[src/rtl/mem_stream_if.sv]
// mem_stream_if: stream input, burst control/status and read port of the memory stream writer
interface mem_stream_if #(
  parameter int WIDTH  = 16,
  parameter int ADDR_W = 4
);
  logic              start;
  logic              abort;
  logic              in_valid;
  logic              in_ready;
  logic              busy;
  logic              done;
  logic [ADDR_W-1:0] base_addr;
  logic [ADDR_W-1:0] wr_ptr;
  logic [ADDR_W-1:0] rd_addr;
  logic [ADDR_W:0]   count;
  logic [ADDR_W:0]   remaining;
  logic [WIDTH-1:0]  in_data;
  logic [WIDTH-1:0]  rd_data;
  modport master (
    output start, base_addr, count, abort, in_valid, in_data, rd_addr,
    input  in_ready, busy, done, wr_ptr, remaining, rd_data
  );
  modport slave (
    input  start, base_addr, count, abort, in_valid, in_data, rd_addr,
    output in_ready, busy, done, wr_ptr, remaining, rd_data
  );
endinterface

[src/rtl/mem_stream_writer.sv]
// mem_stream_writer: fills a register-file memory from a valid/ready stream, wrapping at DEPTH
module mem_stream_writer #(
  parameter int WIDTH  = 16,
  parameter int DEPTH  = 16,
  parameter int ADDR_W = 4
) (
  input logic         clk,
  input logic         rst_n,
  mem_stream_if.slave s
);
  localparam logic [1:0] IDLE = 2'd0;
  localparam logic [1:0] FILL = 2'd1;
  localparam logic [1:0] DONE = 2'd2;
  logic [1:0]        state;
  logic [ADDR_W-1:0] wr_ptr;
  logic [ADDR_W:0]   remaining;
  logic [WIDTH-1:0]  mem [DEPTH];
  assign s.in_ready  = state == FILL;
  assign s.busy      = state != IDLE;
  assign s.done      = state == DONE;
  assign s.wr_ptr    = wr_ptr;
  assign s.remaining = remaining;
  assign s.rd_data   = mem[s.rd_addr];
  // wr_ptr is exactly ADDR_W bits wide, so the increment wraps DEPTH-1 -> 0 by itself
  always_ff @(posedge clk or negedge rst_n) begin
    if (!rst_n) begin
      state     <= IDLE;
      wr_ptr    <= '0;
      remaining <= '0;
      for (int i = 0; i < DEPTH; i++) mem[i] <= '0;
    end else begin
      case (state)
        IDLE: if (s.start) begin
          wr_ptr    <= s.base_addr;
          remaining <= s.count;
          state     <= (s.count == '0) ? DONE : FILL;
        end
        FILL: if (s.abort) begin
          state <= IDLE;
        end else if (s.in_valid) begin
          mem[wr_ptr] <= s.in_data;
          wr_ptr      <= wr_ptr + 1'b1;
          remaining   <= remaining - 1'b1;
          if (remaining == (ADDR_W+1)'(1)) state <= DONE;
        end
        DONE:    state <= IDLE;
        default: state <= IDLE;
      endcase
    end
  end
endmodule

[src/flat_wrapper.sv]
// flat-port wrapper written by rule: the top's interface ports become plain ports
module mem_stream_writer_flat 
#(
  parameter int WIDTH  = 16,
  parameter int DEPTH  = 16,
  parameter int ADDR_W = 4
)
  (clk, rst_n, s_start, s_base_addr, s_count, s_abort, s_in_valid, s_in_data, s_rd_addr, s_in_ready, s_busy, s_done, s_wr_ptr, s_remaining, s_rd_data);
  mem_stream_if #(.WIDTH(WIDTH), .ADDR_W(ADDR_W)) s_i ();
  input logic clk;
  input logic rst_n;
  input wire logic [$bits(s_i.start)-1:0] s_start;
  input wire logic [$bits(s_i.base_addr)-1:0] s_base_addr;
  input wire logic [$bits(s_i.count)-1:0] s_count;
  input wire logic [$bits(s_i.abort)-1:0] s_abort;
  input wire logic [$bits(s_i.in_valid)-1:0] s_in_valid;
  input wire logic [$bits(s_i.in_data)-1:0] s_in_data;
  input wire logic [$bits(s_i.rd_addr)-1:0] s_rd_addr;
  output wire logic [$bits(s_i.in_ready)-1:0] s_in_ready;
  output wire logic [$bits(s_i.busy)-1:0] s_busy;
  output wire logic [$bits(s_i.done)-1:0] s_done;
  output wire logic [$bits(s_i.wr_ptr)-1:0] s_wr_ptr;
  output wire logic [$bits(s_i.remaining)-1:0] s_remaining;
  output wire logic [$bits(s_i.rd_data)-1:0] s_rd_data;
  assign s_i.start = s_start;
  assign s_i.base_addr = s_base_addr;
  assign s_i.count = s_count;
  assign s_i.abort = s_abort;
  assign s_i.in_valid = s_in_valid;
  assign s_i.in_data = s_in_data;
  assign s_i.rd_addr = s_rd_addr;
  assign s_in_ready = s_i.in_ready;
  assign s_busy = s_i.busy;
  assign s_done = s_i.done;
  assign s_wr_ptr = s_i.wr_ptr;
  assign s_remaining = s_i.remaining;
  assign s_rd_data = s_i.rd_data;
  mem_stream_writer #(.WIDTH(WIDTH), .DEPTH(DEPTH), .ADDR_W(ADDR_W)) u_core (.clk(clk), .rst_n(rst_n), .s(s_i));
endmodule
[config.mk]
export PLATFORM = sky130hd
export DESIGN_NAME = mem_stream_writer_flat
export DESIGN_NICKNAME = d
export VERILOG_FILES = /design/src/rtl/mem_stream_if.sv /design/src/rtl/mem_stream_writer.sv /design/src/flat_wrapper.sv
export SDC_FILE = /design/constraint.sdc
export NUM_CORES = 1
export LEC_CHECK = 0
export BUFFER_PORTS_ARGS = -buffer_cell sky130_fd_sc_hd__clkbuf_2
export CAP_MARGIN = 40
export CELL_PAD_IN_SITES_DETAIL_PLACEMENT = 1
export CELL_PAD_IN_SITES_GLOBAL_PLACEMENT = 1
export CORE_ASPECT_RATIO = 0.5
export CORE_MARGIN = 2
export CORE_UTILIZATION = 50
export CTS_CLUSTER_SIZE = 24
export DETAILED_ROUTE_END_ITERATION = 6
export PLACE_DENSITY = 0.79
export SYNTH_ARGS = -nofsm -noshare
export SYNTH_HDL_FRONTEND = slang
export SYNTH_SLANG_ARGS = --single-unit
[constraint.sdc]
create_clock -name clk -period 5.5 [get_ports clk]
set_clock_uncertainty 0.2 [all_clocks]
set_input_delay 0.55 -clock clk [delete_from_list [all_inputs] [get_ports clk]]
set_output_delay 0.55 -clock clk [all_outputs]
set_load 0.02 [all_outputs]
==> results.py <==
metrics = {
    "sta": {
        "totalNegativeSetupSlack_ns": 0,
        "setup_viol": 0,
        "slew_headroom_pct": 41.0,
        "rsz0062_at_grt": "false",
        "max_freq_mhz": 283,
        "min_period_ns": 3.53,
        "worst_slew_pin_slew_ns": 0.885,
        "finalCritPeriodShare_pct": 64.2,
        "final_hold_viol_count": 0,
        "drv_slew": 0,
    },
    "pwr": {
        "power_leakage_nw": 7.00,
        "power_density_nw_per_um2": 462,
        "p_total_w": 0.00660,
        "ir_drop_v": 0.000231,
    },
    "route": {
        "drt_iter0_drc": 585,
        "drc": 0,
        "wl_per_cell_um": 27.5,
        "routed_wl_um": 32600,
        "ant_nets": 0,
        "viasPerCell": 6.10,
        "vias": 7231,
        "first_pass_iters": 5,
    },
    "floorplanning": {
        "die_y_um": 117,
        "die_width_um": 231,
        "core_area_um2": 25200,
        "io_pins": 62,
        "row_count": 41,
        "start_util_pct": 51.0,
        "die_area_um2": 27000,
    },
    "logic_synthesis": {
        "syn_nets": 826,
        "synth.yosys.seq_area_share_pct": 52.1,
        "yosysMostFrequentCell": "dfrtp_1",
        "synth_area_per_cell_um2": 16.3,
        "synthTopCellsByCount": "dfrtp_1 (267), mux2_2 (156), mux2_4 (100)",
        "synthArstFlopShare_pct": 100,
        "synth_area_leaders": "dfrtp_1 (52%), mux2_2 (14%), mux2_4 (12%)",
        "synth_top_area_share_pct": 52.1,
        "netlist_instances": 786,
        "ys.flop_type": "dfrtp_1",
        "synth_area_um2": 12800,
        "synth_edf_count": 0,
        "ys_seq_elements": 267,
        "synth_top_area_cell": "dfrtp_1",
        "netlist-cell-type-count": 42,
        "yosysWarnings": 0,
    },
    "clocking": {
        "path_clk_slew_ns": 0.07,
        "cts_buffer_depth": 3,
        "cts_sinks": 267,
        "htreeDepth": 1,
        "cts_buffers": 25,
        "cts_tree": "done",
        "clkLatencyLatePin_ns": 0.54,
        "root_buffer": "clkbuf_16",
    },
    "flow_run": {
        "maxCapViolCount": 0,
    },
    "grt": {
        "grt_overflow": 0,
        "grt_start_max_net_pins": 110,
        "grt_util_all_layers_pct": 25.0,
        "antenna_found_initial": 0,
        "grt_pass1_vias": 8107,
        "grt_pass1_wl_um": 50000,
    },
    "min_path": {
        "hp-class": "in -> reg",
    },
    "placed_design": {
        "portBuffers": 61,
        "gp_congestion": 0.833,
        "detailed_place_hpwl_um": 18900,
    },
    "setup_path": {
        "critPathSlowestCell": "buf_2",
        "worstSetupPathType": "in -> out",
        "worst_ep_arrival_time_ns": 2.78,
        "crit_chain": "buf_2 > buf_4 > mux4_2 > a22oi_1 > nand2_1 > clkbuf_2",
        "crit_path_end_kind": "output port",
        "max_stage_delay_ns": 0.64,
        "crit_buf_inv": 3,
        "cp-start-kind": "input port",
        "worstPathRequired_ns": 4.75,
        "path_delay_family": "buffers and inverters",
        "crit_fanout": 35,
    },
    "final_layout": {
        "fin_nets": 865,
        "diodes": 0,
        "num-fill-cells": 2288,
        "area.growth.synth_to_final_pct": 11.2,
        "drive_above_1_share_pct": 54.4,
    },
    "outcome": {
        "outcome": "completed",
    },
}
worst register-to-register path: cells and delay by family, from the launching register on:
family | cells | cell delay (ns)
buffers and inverters | 1 | 0.35
flip-flops | 1 | 0.67
AND/OR/NAND/NOR | 2 | 1.01
multiplexers | 1 | 0.56
cell type report:
class	count	area [µm²]	share of cell area, %
clock buffer	38	764	5.36
clock inverter	6	86.3	0.605
inverter	6	22.5	0.158
multi-input combinational	449	5770	40.4
sequential	267	6680	46.8
tap	344	430	3.02
timing repair buffer	76	520	3.65
cells by family after synthesis:
logic type / count (synthesis) / synth area share, %
multiplexers: 327 / 37.2
flip-flops: 267 / 52.1
buffers and inverters: 70 / 3.03
AND/OR/NAND/NOR: 61 / 3.89
AO/OA/AOI/OAI: 55 / 3.27
adder cells (fa/ha/maj): 6 / 0.585
through the flow:
step	util, %	instances	area [µm²]	setup WS (ns)	hold WS (ns)
after global placement	52.8	1136	13300	2.02	0.282
after CTS	56.7	1186	14300	1.97	0.120
after global routing	56.7	1186	14300	1.86	0.151
after floorplan	-	786	12800	2.83	0.0544
final	56.7	1186	14300	1.97	0.135
after detailed placement	53.2	1141	13400	2.01	0.290
metal layers:
layer / vias to the layer above / track usage, % / share of wire [%]
met5: - / 0 / 0
met4: 0 / 4.86 / 1.5
met3: 44 / 4.70 / 4.9
met2: 174 / 41.7 / 48
met1: 3971 / 34.9 / 45
li1: 3042 / - / -
final timing paths:
check | slack (ns) | end | from | cells past startpoint
worst max-delay path | 1.97 | s_rd_data[10] | s_rd_addr[1] | 6
worst min-delay path | 0.13 | u_core.s.wr_ptr[1]$_DFFE_PN0P_ | s_base_addr[1] | 3
worst max register to register | 2.59 | u_core.mem[110]$_DFFE_PN0P_ | u_core.state[0]$_DFFE_PN0P_ | 4
worst min register to register | 0.30 | u_core.mem[16]$_DFFE_PN0P_ | u_core.mem[16]$_DFFE_PN0P_ | 1
max in group asynchronous | 3.41 | u_core.mem[216]$_DFFE_PN0P_ | rst_n | 3
min in group asynchronous | 0.45 | u_core.mem[80]$_DFFE_PN0P_ | rst_n | 2
what timing repair did:
item | 4_1_cts | 5_1_grt
resized for setup | 0 | 0
setup buffers | 0 | 0
hold buffers | 1 | 0
endpoints found under the hold margin | 107 | 0
sequential cells by signal, indices dropped and copies added (netlist names):
name	count
u_core.mem	256
u_core.state	2
u_core.s.remaining	5
u_core.s.wr_ptr	4
cell usage in the layout, fill, tap and decap left out, types with 7 or more instances in the layout:
| cell type | Yosys | final |
|---|---|---|
| mux2_2 | 156 | 156 |
| nand3_4 | 10 | 10 |
| clkbuf_2 | 0 | 58 |
| buf_4 | 2 | 9 |
| dfrtp_1 | 267 | 267 |
| nand2_1 | 18 | 18 |
| mux2i_1 | 7 | 7 |
| a22oi_1 | 32 | 32 |
| mux2_4 | 100 | 100 |
| clkbuf_8 | 0 | 9 |
| clkbuf_16 | 0 | 25 |
| mux4_2 | 64 | 64 |
power breakdown:
| group | total (W) | internal (W) | switching (W) |
|---|---|---|---|
| Combinational | 0.00175 | 0.00105 | 0.000703 |
| Clock | 0.00180 | 0.00105 | 0.000754 |
| Sequential | 0.00304 | 0.00262 | 0.000422 |
(Power assumes the default switching activity.)
